**src/rtl/popcount_pkg.sv**
```systemverilog
// Shared types and constants for the popcount neuron controller.
// Both the controller and the 10-input popcount core import this package.
package popcount_pkg;

  localparam int PC_IN_W  = 10;
  localparam int PC_OUT_W = 4;

  typedef enum logic [1:0] {
    IDLE = 2'd0,
    POS  = 2'd1,
    NEG  = 2'd2,
    DONE = 2'd3
  } state_t;

endpackage

```
**src/rtl/popcount10_core.sv**
```systemverilog
// Combinational 10-input popcount, exact or approximate (selected by APPROX at build time).
// The approximate variant uses an OR for each bit-pair LSB, so it never under-counts.
module popcount10_core
  import popcount_pkg::*;
#(
  parameter bit APPROX = 1'b0
) (
  input  logic [PC_IN_W-1:0]  input_a,
  output logic [PC_OUT_W-1:0] out
);

  always_comb begin
    out = '0;
    for (int i = 0; i < PC_IN_W; i += 2) begin
      if (APPROX)
        out = out + {2'b00, input_a[i] & input_a[i+1], input_a[i] | input_a[i+1]};
      else
        out = out + {2'b00, input_a[i] & input_a[i+1], input_a[i] ^ input_a[i+1]};
    end
  end

endmodule

```
**src/rtl/popcount_neuron_seq.sv**
```systemverilog
// Ternary neuron controller: one popcount core reused over N_CHUNKS chunks in a
// positive pass then a negative pass; result is (acc_pos - acc_neg) compared against thr.
//
// state | meaning
// IDLE  | ready for a new job
// POS   | accumulating x & wpos, one chunk per cycle
// NEG   | accumulating x & wneg, one chunk per cycle
// DONE  | result held until downstream accepts
module popcount_neuron_seq
  import popcount_pkg::*;
#(
  parameter int N_CHUNKS = 4,
  parameter int THR_W    = 8,
  parameter bit APPROX   = 1'b0,
  localparam int N_IN    = PC_IN_W * N_CHUNKS
) (
  input  logic                    i_clk,
  input  logic                    i_rst,
  input  logic                    i_in_valid,
  output logic                    o_in_ready,
  input  logic [N_IN-1:0]         i_in_x,
  input  logic [N_IN-1:0]         i_in_wpos,
  input  logic [N_IN-1:0]         i_in_wneg,
  input  logic signed [THR_W-1:0] i_in_thr,
  output logic                    o_out_valid,
  input  logic                    i_out_ready,
  output logic                    o_out_act,
  output logic signed [THR_W-1:0] o_out_sum
);

  localparam int ACC_W = $clog2(15 * N_CHUNKS + 1);
  localparam int IDX_W = (N_CHUNKS > 1) ? $clog2(N_CHUNKS) : 1;

  state_t                    r_state;
  state_t                    w_state_nxt;
  logic [IDX_W-1:0]          r_idx;
  logic [N_IN-1:0]           r_x;
  logic [N_IN-1:0]           r_wpos;
  logic [N_IN-1:0]           r_wneg;
  logic signed [THR_W-1:0]   r_thr;
  logic [ACC_W-1:0]          r_acc_pos;
  logic [ACC_W-1:0]          r_acc_neg;
  logic                      r_out_valid;
  logic                      r_out_act;
  logic signed [THR_W-1:0]   r_out_sum;

  logic [PC_IN_W-1:0]        w_chunk_x;
  logic [PC_IN_W-1:0]        w_chunk_w;
  logic [PC_IN_W-1:0]        w_core_in;
  logic [PC_OUT_W-1:0]       w_core_out;
  logic [ACC_W-1:0]          w_core_ext;
  logic [ACC_W-1:0]          w_acc_neg_fin;
  logic signed [THR_W-1:0]   w_sum;
  logic                      w_act;
  logic                      w_last;
  logic                      w_accept;

  assign w_chunk_x = r_x[PC_IN_W*r_idx +: PC_IN_W];
  assign w_chunk_w = (r_state == NEG) ? r_wneg[PC_IN_W*r_idx +: PC_IN_W]
                                      : r_wpos[PC_IN_W*r_idx +: PC_IN_W];
  assign w_core_in = w_chunk_x & w_chunk_w;

  popcount10_core #(.APPROX(APPROX)) u_core (
    .input_a (w_core_in),
    .out     (w_core_out)
  );

  assign w_core_ext    = ACC_W'(w_core_out);
  assign w_last        = (r_idx == IDX_W'(N_CHUNKS - 1));
  assign w_accept      = (r_state == IDLE) && i_in_valid;
  // Last NEG chunk is folded in combinationally so the result lands on entry to DONE.
  assign w_acc_neg_fin = r_acc_neg + w_core_ext;
  assign w_sum         = THR_W'(r_acc_pos) - THR_W'(w_acc_neg_fin);
  assign w_act         = (w_sum >= r_thr);

  always_comb begin
    w_state_nxt = r_state;
    case (r_state)
      IDLE: if (w_accept)    w_state_nxt = POS;
      POS:  if (w_last)      w_state_nxt = NEG;
      NEG:  if (w_last)      w_state_nxt = DONE;
      DONE: if (i_out_ready) w_state_nxt = IDLE;
      default:               w_state_nxt = IDLE;
    endcase
  end

  always_ff @(posedge i_clk) begin
    if (i_rst) r_state <= IDLE;
    else       r_state <= w_state_nxt;
  end

  always_ff @(posedge i_clk) begin
    if (i_rst) begin
      r_idx       <= '0;
      r_x         <= '0;
      r_wpos      <= '0;
      r_wneg      <= '0;
      r_thr       <= '0;
      r_acc_pos   <= '0;
      r_acc_neg   <= '0;
      r_out_valid <= 1'b0;
      r_out_act   <= 1'b0;
      r_out_sum   <= '0;
    end else begin
      case (r_state)
        IDLE: begin
          if (w_accept) begin
            r_x       <= i_in_x;
            r_wpos    <= i_in_wpos;
            r_wneg    <= i_in_wneg;
            r_thr     <= i_in_thr;
            r_acc_pos <= '0;
            r_acc_neg <= '0;
            r_idx     <= '0;
          end
        end
        POS: begin
          r_acc_pos <= r_acc_pos + w_core_ext;
          r_idx     <= w_last ? '0 : r_idx + IDX_W'(1);
        end
        NEG: begin
          r_acc_neg <= w_acc_neg_fin;
          r_idx     <= w_last ? '0 : r_idx + IDX_W'(1);
          if (w_last) begin
            r_out_sum   <= w_sum;
            r_out_act   <= w_act;
            r_out_valid <= 1'b1;
          end
        end
        DONE: begin
          if (i_out_ready) r_out_valid <= 1'b0;
        end
        default: ;
      endcase
    end
  end

  assign o_in_ready  = (r_state == IDLE);
  assign o_out_valid = r_out_valid;
  assign o_out_act   = r_out_act;
  assign o_out_sum   = r_out_sum;

endmodule
```
**config.mk**
```make
export PLATFORM = sky130hd
export DESIGN_NAME = popcount_neuron_seq
export DESIGN_NICKNAME = d
export VERILOG_FILES = /design/src/rtl/popcount_pkg.sv /design/src/rtl/popcount10_core.sv /design/src/rtl/popcount_neuron_seq.sv
export SDC_FILE = /design/constraint.sdc
export NUM_CORES = 1
export LEC_CHECK = 0
export ABC_AREA = 1
export CAP_MARGIN = 15
export CORE_UTILIZATION = 52
export CTS_BUF_LIST = sky130_fd_sc_hd__clkbuf_8 sky130_fd_sc_hd__clkbuf_16
export DETAILED_ROUTE_END_ITERATION = 8
export HOLD_SLACK_MARGIN = 0.06
export PLACE_DENSITY = 0.8
export SYNTH_ARGS = -nofsm -noshare
export SYNTH_HDL_FRONTEND = slang
export SYNTH_SLANG_ARGS = --single-unit
```
**constraint.sdc**
```tcl
create_clock -name i_clk -period 8.8 [get_ports i_clk]
set_input_delay 1.32 -clock i_clk [delete_from_list [all_inputs] [get_ports i_clk]]
set_output_delay 1.32 -clock i_clk [all_outputs]
set_load 0.02 [all_outputs]
```
==> PnR_summary.wiki, run 1 <==
{| class="wikitable"
! Metric !! Value
|-
| Run status || completed
|-
| Critical path's largest stage delay || 560 ps
|-
| Critical path fanouts, max || 43
|-
| Final net count || around 1.3k
|-
| Clk Latency, worst-skew pair || 420 ps
|-
| Critical path buffer and inverter count || 9
|-
| CTS Buf Count || 17
|-
| Share of synthesized area occupied by flip-flops and latches || about two fifths
|-
| Layout Utilization || 66.3%
|-
| Combinational family with the most area after synthesis || simple AND/OR/NAND/NOR gates
|-
| Multiplexer area fraction after synthesis || 0%
|-
| Number of sinks on the clock net || 153
|-
| Number of rows in the core area || between 40 and 50
|-
| Number of antenna violations at the first check in global routing || 0
|-
| Post-Synthesis Net Count || 1163
|-
| Post-DP HPWL || ~13000 um
|-
| Unrepaired setup endpoints after global routing || false
|-
| Share of synthesized cell area in and, or, nand and nor gates || a little over a fifth
|-
| Cell with the largest stage delay on the worst path || sky130_fd_sc_hd__inv_2
|-
| Slew Limit Fails || 0
|-
| Cts-stage hold buffer count || 0
|-
| Post-place instance area || 0.00867 mm2
|-
| Ports placed on the boundary || 143
|-
| Switching fraction of total power || between 40% and 50%
|-
| Area fraction in compound gates after synthesis || between 10% and 20%
|-
| Leak pwr || approximately 3.9 nW
|-
| DR WL/cell || 14.3 um
|-
| Crit path setup slack, layout || 1600 ps
|-
| P_int || around 0.0021 W
|-
| Cell at the root of the clock tree || sky130_fd_sc_hd__clkbuf_16
|-
| Final period utilization || between 80 and 90%
|-
| Most instantiated flip-flop cell in the synthesis netlist || sky130_fd_sc_hd__dfxtp_1
|-
| Global-route wire length before repair || 29600 um
|-
| # diodes || 0
|-
| Power share of the combinational group || a little under three fifths
|-
| Number of failing hold endpoints at the final stage || 0
|-
| Number of synthesized register bits || 153
|-
| Adder and majority cell fraction of the synthesized area || 8.49%
|-
| Normalized max-slew margin || between 20% and 30%
|-
| Cell variety after synth || 36
|-
| Vias in the first global route || 6276
|-
| Maximum number of pins on one net before global-route repair || 137
|-
| Crit path launch type || flop
|-
| R2r setup slk || 1600 ps
|-
| Die footprint || ~0.015 mm2
|-
| MaxCap Viol Count || 0
|-
| Post-placement worst setup slack || 1650 ps
|-
| Gr usage total || 26.1%
|-
| Avg Synthesized Cell Area || 7.44 um2
|-
| Buffers inserted by post-CTS timing repair || 0
|-
| Share of synthesized registers carrying an async set or reset || 0%
|-
| Share of post-route cells with drive strength above 1 || just under 4%
|-
| Worst setup EP type || flop
|-
| Starting density of the core || 53.1%
|-
| Power Density || around 400 mW/mm2
|-
| Global placement routability congestion || around 0.9
|-
| Die Y || 121 um
|-
| Fraction of power consumed by the clock network || 17.1%
|-
| Final WL || between 15000 and 20000 um
|-
| Port Buffer Count || 142
|-
| NetSw || 0.00163 W
|-
| Clock transition at the registers of the reported paths || 60 ps
|-
| Count of fill cells added during filler insertion || between 1k and 1.5k
|-
| Clock tree from TritonCTS || yes
|-
| # resized after CTS || 0
|-
| Data arrival time of the critical path || approximately 7500 ps
|-
| Vias per std cell || 5.24
|-
| Worst path top cell family by delay || adder cells
|-
| Setup violation total in the final timing report || 0
|-
| Syn Std Cell Area || 0.00734 mm2
|-
| Global route total overflow || 0
|-
| Post-layout instance area || ~0.0092 mm2
|-
| Post-synth EDFFs || 0
|-
| DRC viols || 0
|-
| Critical path data required time || 9120 ps
|-
| Number of DRC markers in iteration 0 || 519
|-
| Category of the critical setup timing path || flop to flop
|-
| Most used cell, CP || sky130_fd_sc_hd__nand2_1
|-
| Peak supply drop || 0.356 mV
|-
| Antenna-violating nets left || 0
|-
| Placeable core region || between 0.01 and 0.015 mm2
|-
| Sequential share of power || 26.7%
|-
| Via count of the routed design || ~6.7k
|-
| Slew at the pin with the worst max-slew slack || 1180 ps
|-
| Area delta synth->final || 25.0%
|-
| Setup total negative slack || 0 ps
|-
| XOR/XNOR share of the synthesized area || less than 1%
|-
| Synthesis Warnings || 0
|-
| Final period demand of the worst path || 7200 ps
|-
| Detailed-router iteration count before antenna repair || 6
|-
| H-Tree Level Count || 4
|-
| Post-Route Skew || 7.28 ps
|-
| Maximum clock frequency || approximately 0.14 GHz
|-
| Hold Crit Class || flop to flop
|-
| Cell count after synthesis || 986
|-
| CTS max path bufs || 2
|-
| Die X-Extent || 121 um
|}
## synth_stat cells (2+ instances only)
cell | count | area [um2]
sky130_fd_sc_hd__a21o_1 | 2 | 15.0
sky130_fd_sc_hd__a21oi_1 | 37 | 185
sky130_fd_sc_hd__buf_2 | 26 | 130
sky130_fd_sc_hd__buf_4 | 6 | 45.0
sky130_fd_sc_hd__buf_6 | 9 | 101
sky130_fd_sc_hd__clkbuf_1 | 18 | 67.6
sky130_fd_sc_hd__dfxtp_1 | 153 | 3060
sky130_fd_sc_hd__fa_1 | 8 | 160
sky130_fd_sc_hd__ha_1 | 37 | 463
sky130_fd_sc_hd__inv_1 | 65 | 244
sky130_fd_sc_hd__inv_2 | 6 | 22.5
sky130_fd_sc_hd__nand2_1 | 65 | 244
sky130_fd_sc_hd__nand3_1 | 12 | 60.1
sky130_fd_sc_hd__nand4_1 | 3 | 18.8
sky130_fd_sc_hd__nor2_1 | 310 | 1160
sky130_fd_sc_hd__nor2_2 | 3 | 18.8
sky130_fd_sc_hd__o211ai_1 | 54 | 405
sky130_fd_sc_hd__o21ai_0 | 103 | 515
sky130_fd_sc_hd__o21ai_1 | 45 | 225
sky130_fd_sc_hd__o221ai_1 | 3 | 26.3
sky130_fd_sc_hd__xnor2_1 | 2 | 17.5
sky130_fd_sc_hd__xor2_1 | 5 | 43.8
## cell usage in the layout (no fill, tap or decap), types with 5 or more instances in the layout
cell and n:
sky130_fd_sc_hd__ha_1 37, sky130_fd_sc_hd__o21ai_0 103, sky130_fd_sc_hd__inv_1 68, sky130_fd_sc_hd__clkdlybuf4s50_1 142, sky130_fd_sc_hd__nor2_1 310, sky130_fd_sc_hd__fa_1 8, sky130_fd_sc_hd__o211ai_1 54, sky130_fd_sc_hd__nand3_1 12
sky130_fd_sc_hd__dfxtp_1 153, sky130_fd_sc_hd__a21oi_1 37, sky130_fd_sc_hd__inv_2 5, sky130_fd_sc_hd__xor2_1 5, sky130_fd_sc_hd__nand2_1 65, sky130_fd_sc_hd__clkbuf_16 17, sky130_fd_sc_hd__o21ai_1 45
## area by class of cell
type / count / area [um2] / area share, %
well taps: 180 / 225 / 2.46
inverters: 72 / 272 / 2.96
flip-flops and latches: 153 / 3060 / 33.4
clock inverters: 10 / 61.3 / 0.668
multi-input cells: 701 / 3660 / 39.9
repair buffers: 146 / 1450 / 15.8
clock buffers: 18 / 439 / 4.79
## power by group through the flow
stage / registers (W) / clock network (W) / logic (W)
3_3_place_gp: 0.000992 / 0 / 0.00197
5_1_grt: 0.00100 / 0.000664 / 0.00237
6_report: 0.000987 / 0.000630 / 0.00208
4_1_cts: 0.000985 / 0.000636 / 0.00207
2_1_floorplan: 0.000961 / 0 / 0.00162
3_5_place_dp: 0.000998 / 0 / 0.00205
## worst register-to-register path: cells and delay by family (launching register included)
kind                     cells  cell delay (ps)
flip-flops                   1              350
XOR/XNOR                     1              180
buffers and inverters        9             1030
adder cells (fa/ha/maj)     11             3810
AND/OR/NAND/NOR             14              980
AO/OA/AOI/OAI                4              720
## routing by layer
metal	wire, um	share of wire [%]	global-route usage [%]
met5	0	0	0
met4	437	2.4	9.80
met3	1030	5.6	5.52
met2	8820	48	44.5
met1	7980	44	32.3
## sequential cells by signal, indices dropped and copies added, names as in the netlist
signal and count:
o_out_valid 1, r_wpos 40, r_idx 2, r_acc_pos 6, o_out_sum 7, o_out_act 1
r_thr 8, r_wneg 40, r_x 40, r_acc_neg 6, r_state 2
## cells by family after synthesis
| logic type | count (synthesis) |
|---|---|
| simple gates | 398 |
| compound gates | 251 |
| flops | 153 |
| buf+inv | 132 |
| fa+ha+maj | 45 |
| xor+xnor | 7 |
## path summary, 6_finish.rpt
check	to	depth (start not counted)	startpoint
max	o_out_act$_SDFFE_PP0P_	39	r_state[0]$_SDFFE_PP0P_
min	r_thr[5]$_SDFFE_PP0P_	2	r_thr[5]$_SDFFE_PP0P_
max reg2reg	o_out_act$_SDFFE_PP0P_	39	r_state[0]$_SDFFE_PP0P_
min reg2reg	r_thr[5]$_SDFFE_PP0P_	2	r_thr[5]$_SDFFE_PP0P_
## stage by stage
step	hold slack (ps)	total power [W]	cells
after CTS	468	0.00369	1280
after floorplan	435	0.00258	986
after detailed placement	457	0.00305	1252
after global placement	453	0.00296	1252
after global routing	491	0.00403	1280
final	464	0.00369	1280
No activity file was read; power rests on OpenSTA's default activity.
==> inputs of run 2 (changes only) <==
==> constraint.sdc (replaced) <==
create_clock -name i_clk -period 6.8 [get_ports i_clk]
set_input_delay 1.02 -clock i_clk [delete_from_list [all_inputs] [get_ports i_clk]]
set_output_delay 1.02 -clock i_clk [all_outputs]
set_load 0.02 [all_outputs]
==> PnR_summary.wiki, run 2 (synthesized netlist as in run 1, its figures left out) <==
{| class="wikitable"
! Metric !! Value
|-
| Number of antenna violations at the first check in global routing || 0 (unchanged)
|-
| H-Tree Level Count || 4 (unchanged)
|-
| Worst R2R End || o_out_act$_SDFFE_PP0P_
|-
| Starting density of the core || 53.1% (unchanged)
|-
| Depth of the worst register-to-register path || 39 (unchanged)
|-
| Clock transition at the registers of the reported paths || 60 ps (about the same)
|-
| Layout Utilization || 69.9% (+3.5 points)
|-
| Length of routed met2 wiring || 10200 um (+16%)
|-
| Post-DP HPWL || 13300 um (+3.2%)
|-
| Category of the critical setup timing path || flop to flop
|-
| Cell with the largest stage delay on the worst path || sky130_fd_sc_hd__fa_2
|-
| Ports placed on the boundary || 143 (unchanged)
|-
| Smallest hold slack || 467 ps (+2.58 ps)
|-
| Clk Latency, worst-skew pair || 430 ps (about the same)
|-
| Startpoint of the worst hold path || r_thr[2]$_SDFFE_PP0P_
|-
| CTS Buf Count || 17 (unchanged)
|-
| Crit path launch type || flop
|-
| Slew Limit Fails || 0 (unchanged)
|-
| Number of failing hold endpoints at the final stage || 0 (unchanged)
|-
| Commonest non-fill, non-tap cell in the layout || sky130_fd_sc_hd__nor2_1
|-
| Wl on met1 || 8300 um (+4.0%)
|-
| CTS max path bufs || 2 (unchanged)
|-
| Antenna-violating nets left || 0 (unchanged)
|-
| Hold path endpoint || r_thr[2]$_SDFFE_PP0P_
|-
| Most used cell, CP || sky130_fd_sc_hd__nand2_1
|-
| Maximum number of pins on one net before global-route repair || 116 (-15%)
|-
| Post-Route Skew || 7.58 ps (+0.298 ps)
|-
| Vias in the first global route || 6614 (+5.4%)
|-
| Run status || completed
|-
| # diodes || 0 (unchanged)
|-
| Final period utilization || 97.2% (+15 points)
|-
| Leak pwr || 3.99 nW (+3.7%)
|-
| Clock tree from TritonCTS || yes
|-
| Die X-Extent || 121 um (unchanged)
|-
| Global-route wire length before repair || 31200 um (+5.5%)
|-
| Number of DRC markers in iteration 0 || 488 (-6.0%)
|-
| Gr usage total || 27.5% (+1.4 points)
|-
| Final net count || 1287 (+1.5%)
|-
| Maximum clock frequency || 0.151 GHz (+8.9%)
|-
| Slew at the pin with the worst max-slew slack || 1170 ps (-5.50 ps)
|-
| Critical path fanouts, max || 16 (-63%)
|-
| Vias per std cell || 5.42 (+3.3%)
|-
| Worst setup EP type || flop
|-
| R2R Path Start || r_state[0]$_SDFFE_PP0P_
|-
| Power Density || 558 mW/mm2 (+39%)
|-
| Most used cells in the layout excluding fill and tap cells || sky130_fd_sc_hd__nor2_1 (309), sky130_fd_sc_hd__dfxtp_1 (151), sky130_fd_sc_hd__clkdlybuf4s50_1 (142), sky130_fd_sc_hd__o21ai_0 (102), sky130_fd_sc_hd__nand2_1 (62)
|-
| Highest signal layer in the routed design || met4
|-
| Area delta synth->final || 31.7%
|-
| Count of fill cells added during filler insertion || 1088 (-6.9%)
|-
| Data arrival time of the critical path || 6930 ps (-590 ps)
|-
| Final cell count without fillers || 1303 (+1.8%)
|-
| Setup violation total in the final timing report || 0 (unchanged)
|-
| Wire length on met3 || 1020 um (-0.68%)
|-
| Overall power after layout || 0.00539 W (+46%)
|-
| Cts-stage hold buffer count || 0 (unchanged)
|-
| R2r setup slk || 190 ps (-1410 ps)
|-
| Global placement routability congestion || 0.915 (+1.3%)
|-
| Number of sinks on the clock net || 153 (unchanged)
|-
| Via count of the routed design || 7061 (+5.2%)
|-
| Hold Crit Class || flop to flop
|-
| Cell at the root of the clock tree || sky130_fd_sc_hd__clkbuf_16
|-
| Detailed-router iteration count before antenna repair || 5 (-1)
|-
| Cells after DPL || 1263 (+0.88%)
|-
| DRC viols || 0 (unchanged)
|-
| Post-layout instance area || 0.00966 mm2 (+5.3%)
|-
| Number of rows in the core area || 43 (unchanged)
|-
| Final WL || 20000 um (+9.4%)
|-
| Largest registers || r_wneg: 40 flops, r_wpos: 40 flops, r_x: 40 flops
|-
| DR WL/cell || 15.3 um (+7.5%)
|-
| Critical path data required time || 7120 ps (-2000 ps)
|-
| MaxCap Viol Count || 0 (unchanged)
|-
| Number of cells on the worst hold path || 2 (unchanged)
|-
| Die footprint || 0.0146 mm2 (unchanged)
|-
| Port Buffer Count || 142 (unchanged)
|-
| Peak supply drop || 0.548 mV (+54%)
|-
| Final period demand of the worst path || 6610 ps (-587 ps)
|-
| Share of post-route cells with drive strength above 1 || 9.08% (+5.2 points)
|-
| Normalized max-slew margin || 21.8% (+0.37 points)
|-
| Critical path's largest stage delay || 560 ps (about the same)
|-
| Placeable core region || 0.0138 mm2 (unchanged)
|-
| Global route total overflow || 0 (unchanged)
|-
| Die Y || 121 um (unchanged)
|-
| Post-place instance area || 0.00877 mm2 (+1.1%)
|}
-- run 2: changes by cell type in the layout (fill, tap and decap cells not counted), moves of 3 or more --
| cell | delta |
|---|---|
| sky130_fd_sc_hd__inv_2 | +7 |
| sky130_fd_sc_hd__clkinv_2 | -3 |
| sky130_fd_sc_hd__buf_4 | +16 |
| sky130_fd_sc_hd__a21oi_1 | -3 |
| sky130_fd_sc_hd__xor2_1 | -3 |
| sky130_fd_sc_hd__ha_1 | -11 |
| sky130_fd_sc_hd__nand2_2 | +3 |
| sky130_fd_sc_hd__clkinvlp_4 | +3 |
| sky130_fd_sc_hd__a21oi_2 | +3 |
| sky130_fd_sc_hd__nand2_1 | -3 |
| sky130_fd_sc_hd__inv_1 | -10 |
| sky130_fd_sc_hd__ha_4 | +9 |
-- run 2: timing repair --
item,in CTS,in global routing
pin swaps,6,21
gates resized for setup,5,34
buffers inserted,4,3
endpoints found under the setup margin,1,1
cloned,1,0
-- run 2: cell type report --
type | count | area (um2) | share of cell area, %
Inverter | 72 | 272 | 2.81
Multi-Input combinational cell | 701 | 3840 | 39.8
Sequential cell | 153 | 3070 | 31.7
Timing Repair Buffer | 165 | 1640 | 17.0
Clock inverter | 13 | 158 | 1.63
Tap cell | 180 | 225 | 2.33
Clock buffer | 19 | 453 | 4.69
-- run 2: worst max-delay path by stage --
stage | startpoint | end | slack, ps | cells after the start
after global routing | r_state[0]$_SDFFE_PP0P_ | o_out_act$_SDFFE_PP0P_ | -60 | 39
after detailed placement | r_state[0]$_SDFFE_PP0P_ | o_out_act$_SDFFE_PP0P_ | -100 | 40
after CTS | r_state[0]$_SDFFE_PP0P_ | o_out_act$_SDFFE_PP0P_ | 8 | 37
final | r_state[0]$_SDFFE_PP0P_ | o_out_act$_SDFFE_PP0P_ | 190 | 39
after global placement | r_state[0]$_SDFFE_PP0P_ | o_out_act$_SDFFE_PP0P_ | 100 | 37
after floorplan | r_state[0]$_SDFFE_PP0P_ | o_out_act$_SDFFE_PP0P_ | 320 | 42
-- run 2: per-layer routing --
layer  track usage (%)  up-vias
met4              8.64        0
met1              33.2     3296
met2              49.1      237
met3              5.38       37
li1                  -     3491
met5                 0        -
-- run 2: worst max-delay path: cells and delay by family, from the launching register on --
kind,cells,cell delay (ps)
flip-flops,1,340
buffers and inverters,10,670
XOR/XNOR,1,170
AND/OR/NAND/NOR,13,1240
adder cells (fa/ha/maj),11,3520
AO/OA/AOI/OAI,4,540
-- run 2: metrics by stage --
step / TNS (ps) / setup slack [ps]
floorplan: 0 / 316
detailed placement: -95.3 / -95.3
finish: 0 / 190
global placement: 0 / 103
global route: -60.6 / -60.6
CTS: 0 / 7.91
-- run 2: power by group --
group / switching (W) / internal (W) / total, W
logic: 0.00186 / 0.00129 / 0.00315
clock network: 0.000397 / 0.000570 / 0.000967
registers: 0.000144 / 0.00114 / 0.00128
total: 0.00240 / 0.00300 / 0.00539
==> inputs of run 3 (changes only) <==
--- a/config.mk
+++ b/config.mk
@@ -5,13 +5,14 @@
 export SDC_FILE = /design/constraint.sdc
 export NUM_CORES = 1
 export LEC_CHECK = 0
-export ABC_AREA = 1
+export ABC_AREA = 0
 export CAP_MARGIN = 15
 export CORE_UTILIZATION = 52
 export CTS_BUF_LIST = sky130_fd_sc_hd__clkbuf_8 sky130_fd_sc_hd__clkbuf_16
 export DETAILED_ROUTE_END_ITERATION = 8
 export HOLD_SLACK_MARGIN = 0.06
 export PLACE_DENSITY = 0.8
+export SLEW_MARGIN = 20
 export SYNTH_ARGS = -nofsm -noshare
 export SYNTH_HDL_FRONTEND = slang
 export SYNTH_SLANG_ARGS = --single-unit
==> PnR_summary.wiki, run 3 <==
{| class="wikitable"
! Metric !! Value
|-
| Post-placement worst setup slack || -187 ps (-92.0 ps)
|-
| Leak pwr || 3.68 nW (-7.9%)
|-
| Vias in the first global route || 6296 (-4.8%)
|-
| Antenna-violating nets left || 0 (unchanged)
|-
| Via count of the routed design || 6810 (-3.6%)
|-
| Port Buffer Count || 142 (unchanged)
|-
| R2r setup slk || 70 ps (-120 ps)
|-
| Number of sinks on the clock net || 153 (unchanged)
|-
| Normalized max-slew margin || 41.6% (+20 points)
|-
| Largest cells by area after synthesis || sky130_fd_sc_hd__dfxtp_1 (42%), sky130_fd_sc_hd__nand2_1 (14%), sky130_fd_sc_hd__a21oi_1 (10%)
|-
| Worst setup EP type || flop
|-
| Area of the multi-input gates || 0.00405 mm2 (+5.2%)
|-
| Largest registers || r_wneg: 40 flops, r_wpos: 40 flops, r_x: 40 flops
|-
| DRC viols || 0 (unchanged)
|-
| Number of failing hold endpoints at the final stage || 0 (unchanged)
|-
| Data arrival time of the critical path || 7070 ps (+140 ps)
|-
| Starting density of the core || 53.0% (-0.054 points)
|-
| Share of synthesized registers carrying an async set or reset || 0% (unchanged)
|-
| Final period utilization || 99.0% (+1.8 points)
|-
| Syn Std Cell Area || 0.00733 mm2 (-0.10%)
|-
| Clock tree from TritonCTS || yes
|-
| Largest area contributor in the netlist || sky130_fd_sc_hd__dfxtp_1
|-
| Number of rows in the core area || 43 (unchanged)
|-
| Gr usage total || 27.8% (+0.26 points)
|-
| Synth top cells by count || sky130_fd_sc_hd__nand2_1 (269), sky130_fd_sc_hd__a21oi_1 (153), sky130_fd_sc_hd__dfxtp_1 (153)
|-
| Share of post-route cells with drive strength above 1 || 11.6% (+2.5 points)
|-
| Cell with the largest stage delay on the worst path || sky130_fd_sc_hd__fa_2
|-
| Vias per std cell || 5.56 (+2.6%)
|-
| Peak supply drop || 0.466 mV (-15%)
|-
| Synthesis Warnings || 0 (unchanged)
|-
| Post-Route Skew || 9.58 ps (+2.01 ps)
|-
| Commonest non-fill, non-tap cell in the layout || sky130_fd_sc_hd__nand2_1
|-
| Number of antenna violations at the first check in global routing || 0 (unchanged)
|-
| Final WL || 20300 um (+1.8%)
|-
| Ports placed on the boundary || 143 (unchanged)
|-
| Power Density || 520 mW/mm2 (-6.8%)
|-
| Hold Crit Class || flop to flop
|-
| Setup violation total in the final timing report || 0 (unchanged)
|-
| Critical path's largest stage delay || 560 ps (about the same)
|-
| Number of DRC markers in iteration 0 || 527 (+8.0%)
|-
| Maximum number of pins on one net before global-route repair || 87 (-25%)
|-
| Share of Yosys cell area claimed by the top area cell type || 41.8% (+0.043 points)
|-
| Cells after DPL || 1184 (-6.3%)
|-
| Post-Synthesis Net Count || 1078 (-7.3%)
|-
| CTS Buf Count || 17 (unchanged)
|-
| Final period demand of the worst path || 6730 ps (+123 ps)
|-
| Share of synthesized area occupied by flip-flops and latches || 41.8% (+0.043 points)
|-
| Crit path setup slack, layout || 66.7 ps (-123 ps)
|-
| Cell variety after synth || 52 (+44%)
|-
| Register Area || 0.00307 mm2 (unchanged)
|-
| Die X-Extent || 121 um (about the same)
|-
| Final cell count without fillers || 1225 (-6.0%)
|-
| Placeable core region || 0.0138 mm2 (unchanged)
|-
| Number of synthesized register bits || 153 (unchanged)
|-
| # diodes || 0 (unchanged)
|-
| Most used cells in the layout excluding fill and tap cells || sky130_fd_sc_hd__nand2_1 (268), sky130_fd_sc_hd__dfxtp_1 (151), sky130_fd_sc_hd__a21oi_1 (146), sky130_fd_sc_hd__clkdlybuf4s50_1 (141), sky130_fd_sc_hd__inv_1 (33)
|-
| Slew at the pin with the worst max-slew slack || 876 ps (-298 ps)
|-
| Critical path fanouts, max || 8 (-8)
|-
| Post-synth EDFFs || 0 (unchanged)
|-
| Most numerous cell in the Yosys netlist || sky130_fd_sc_hd__nand2_1
|-
| Count of fill cells added during filler insertion || 1043 (-4.1%)
|-
| Clk Latency, worst-skew pair || 430 ps (about the same)
|-
| Final net count || 1209 (-6.1%)
|-
| CTS max path bufs || 2 (unchanged)
|-
| Run status || completed
|-
| Cts-stage hold buffer count || 0 (unchanged)
|-
| Die footprint || 0.0146 mm2 (about the same)
|-
| Global placement routability congestion || 0.897 (-1.9%)
|-
| DR WL/cell || 16.6 um (+8.3%)
|-
| Post-DP HPWL || 13700 um (+2.7%)
|-
| MaxCap Viol Count || 0 (unchanged)
|-
| Slew Limit Fails || 0 (unchanged)
|-
| Global route total overflow || 0 (unchanged)
|-
| Area delta synth->final || 33.2%
|-
| Cell count after synthesis || 901 (-8.6%)
|-
| Category of the critical setup timing path || flop to flop
|-
| Critical path data required time || 7140 ps (+20 ps)
|-
| Unrepaired setup endpoints after global routing || true
|-
| Crit path launch type || flop
|-
| Cell at the root of the clock tree || sky130_fd_sc_hd__clkbuf_16
|-
| Avg Synthesized Cell Area || 8.13 um2 (+9.3%)
|-
| H-Tree Level Count || 4 (unchanged)
|-
| Maximum clock frequency || 0.149 GHz (-1.8%)
|-
| Clock transition at the registers of the reported paths || 70 ps (about the same)
|-
| Detailed-router iteration count before antenna repair || 5 (unchanged)
|-
| Die Y || 121 um (about the same)
|-
| Most instantiated flip-flop cell in the synthesis netlist || sky130_fd_sc_hd__dfxtp_1
|-
| Global-route wire length before repair || 31100 um (-0.51%)
|}
run 3: through the flow:
stage          power (W)  cell area (um2)  hold slack, ps  util (%)  TNS [ps]
6_report         0.00508             9770             451      70.6         0
3_5_place_dp     0.00388             8880             442      64.2      -187
5_1_grt          0.00549             9770             471      70.6      -263
4_1_cts          0.00487             9550             450      69.1         0
2_1_floorplan    0.00314             7330             432         -         0
3_3_place_gp     0.00381             8880             437      64.2     -6.66
run 3: cell families (layout without fill, tap and decap cells):
kind of cell | after synthesis | after routing | share of synthesized area, %
simple gates | 334 | 334 | 18.9
compound gates | 223 | 223 | 17.8
flops | 153 | 153 | 41.8
buf+inv | 95 | 239 | 5.86
fa+ha+maj | 45 | 45 | 8.50
mux | 42 | 42 | 6.08
xor+xnor | 9 | 9 | 1.08
run 3: timing repair:
action	4_1_cts	5_1_grt
endpoints found under the setup margin	1	1
pin swaps	7	32
buffers inserted	3	5
cloned	0	1
resized for setup	8	29
run 3: layout make-up:
| class | count | area share (%) |
|---|---|---|
| Clock inverter | 11 | 1.23 |
| Tap cell | 180 | 2.31 |
| Inverter | 33 | 1.27 |
| Timing Repair Buffer | 174 | 17.5 |
| Multi-Input combinational cell | 653 | 41.4 |
| Clock buffer | 21 | 4.92 |
| Sequential cell | 153 | 31.4 |
run 3: final timing paths:
path	startpoint	to	depth (start not counted)
max	r_state[0]$_SDFFE_PP0P_	o_out_act$_SDFFE_PP0P_	28
min	r_wneg[19]$_SDFFE_PP0P_	r_wneg[19]$_SDFFE_PP0P_	2
min reg2reg	r_wneg[19]$_SDFFE_PP0P_	r_wneg[19]$_SDFFE_PP0P_	2
max reg2reg	r_state[0]$_SDFFE_PP0P_	o_out_act$_SDFFE_PP0P_	28
run 3: report_power, final:
part	internal, W	leakage (nW)	switching (W)
registers	0.00105	1.25	0.000107
clock network	0.000577	0.285	0.000379
logic	0.00132	2.14	0.00164
run 3: critical path: cells and delay by family, from the launching register on:
family,cells,cell delay (ps)
AOI/OAI and AO/OA,7,1130
muxes,1,360
DFF,1,330
xor gates and xnor gates,1,230
adders and majority gates,11,3750
and+or+nand+nor,4,520
buffers and inverters,4,300
run 3: routing by layer:
metal | up-vias | GRT usage [%] | part of all wire (%)
met5 | - | 0 | 0
met4 | 0 | 14.7 | 3.5
met3 | 48 | 5.42 | 4.8
met2 | 239 | 45.8 | 50
met1 | 3201 | 34.3 | 42
li1 | 3322 | - | -
==> RTL change, RTL diff (flow settings as in run 3) <==
`APPROX` is set to 1'b0 in 2 places; all go to 1'b1.
--- a/src/rtl/popcount10_core.sv
+++ b/src/rtl/popcount10_core.sv
@@ -4,5 +4,5 @@
   import popcount_pkg::*;
 #(
-  parameter bit APPROX = 1'b0
+  parameter bit APPROX = 1'b1
 ) (
   input  logic [PC_IN_W-1:0]  input_a,
--- a/src/rtl/popcount_neuron_seq.sv
+++ b/src/rtl/popcount_neuron_seq.sv
@@ -12,5 +12,5 @@
   parameter int N_CHUNKS = 4,
   parameter int THR_W    = 8,
-  parameter bit APPROX   = 1'b0,
+  parameter bit APPROX   = 1'b1,
   localparam int N_IN    = PC_IN_W * N_CHUNKS
 ) (
Check against the original RTL: no difference found for any inputs over 4 cycles, from zero or initial values and one cycle with i_rst high; that may be too few to reach the edited logic, so the function may still have changed.
==> RTL change against run 3 <==
Via count grew 0.59%; worst setup slack improved by 0.18 ns; design area decreased by 2.3%; total power down 5.9%; sequential cell count did not move; die area increased by 0.42%; synthesized area grew 0.43%; cell count grew 0.57%; routed wire length decreased by 2.4%; critical path depth shrank 1; critical path type unchanged.
==> RTL change: results <==
[cts]
htreeDepth = 4
cts_buffer_depth = 2
clk_pin_slew_ns = 0.06
root_buffer = clkbuf_16
clk_latency_ns = 0.43
cts_resized = 0
cts_made_buffers = 17
post-cts-setup-buffers = 0

[synthesis]
ys_warn_count = 0
syn_inst = 924
synth_commonest_cells = 292 x nand2_1, 153 x dfxtp_1, 136 x a21oi_1
synth_nets = 1096
synthTopCellsByArea = dfxtp_1 42%, nand2_1 15%, a21oi_1 9.2%, mux2i_1 5.8%, ha_1 5.4%
ys_types = 54
async_reset_ff_share_pct = 0
synth-seq-area-share_pct = 41.6

[placement]
dpl.hpwl_um = 13800
gp_congestion = 0.896
dp_cells = 1194
numPortBuffers = 142

[timing]
setup_viol = 0
slew_headroom_pct = 45.0
fin_skew_ns = 0.0108

[layout]
fin_cells = 1232
diodes = 0
final_layout_size_suffix_gt1_share_pct = 6.37
reg_top3 = r_wneg x40, r_wpos x40, r_x x40

[grt]
grt_util_all_layers_pct = 27.3
first_global_vias = 6449
antenna_found_initial = 0
grt_pass1_wl_um = 30600
grt_max_degree = 89

[pwr]
leakagePower_nw = 3.45
vdd_drop_max_v = 0.000399

[detailed_routing]
drt_wl_total_um = 19900
drt_iter0_markers = 683
viasPerCell = 5.56
drtPass1Iterations = 5

[outcome]
status = finished clean

[critical_path]
crit_slowest_cell = fa_1
crit_arrival_ns = 6.89
cp_max_fo = 8
cp_top_family = adder cells
cpPeakStageDelay_ns = 0.55

[hold_path]
hold_path_class = flop to flop
[RTL change: area by class of cell]
cell class,instances,area [um2]
Fill cell,1078,4280
Inverter,36,135
Sequential cell,153,3060
Multi-Input combinational cell,674,3930
Clock buffer,20,467
Timing Repair Buffer,157,1590
Clock inverter,12,129
Tap cell,180,225
[RTL change: final timing paths]
path	start	endpoint	slack [ns]	cells after the start
worst max register to register	r_state[0]	o_out_act	0.25	27
worst min register to register	r_x[7]	r_x[7]	0.45	2
worst min-delay path	r_x[7]	r_x[7]	0.45	2
worst max-delay path	r_state[0]	o_out_act	0.25	27
[RTL change: layer usage]
metal  track usage, %  wire, um
met2             47.3      9950
met4             14.4       847
met3             5.50      1000
met1             31.6      8060
met5                0         0
[RTL change: logic make-up (layout without fill, tap and decap cells)]
kind of cell               Yosys count  after routing  synth area share (%)
muxes                               43             43                  5.85
DFF                                153            153                  41.6
xor gates and xnor gates            10             10                  1.19
AOI/OAI and AO/OA                  216            216                  17.5
buffers and inverters               97            225                  6.10
adders and majority gates           40             40                  7.62
and+or+nand+nor                    365            365                  20.2
[RTL change: where the power goes]
part | switching [mW] | leakage, nW | internal (mW) | total (mW)
clock | 0.402 | 0.282 | 0.544 | 0.946
combinational | 1.54 | 1.92 | 1.14 | 2.68
sequential | 0.107 | 1.25 | 1.05 | 1.16
[RTL change: through the flow]
stage	setup WS [ns]	instance area [um2]	total power [mW]	hold WS [ns]	setup TNS [ns]
after floorplan	0.401	7360	3.03	0.436	0
after global placement	0.326	8800	3.62	0.442	0
after detailed placement	0.121	8800	3.71	0.446	0
after CTS	0.0621	9390	4.67	0.454	0
after global routing	-0.113	9540	5.15	0.470	-0.113
final	0.250	9540	4.78	0.454	0
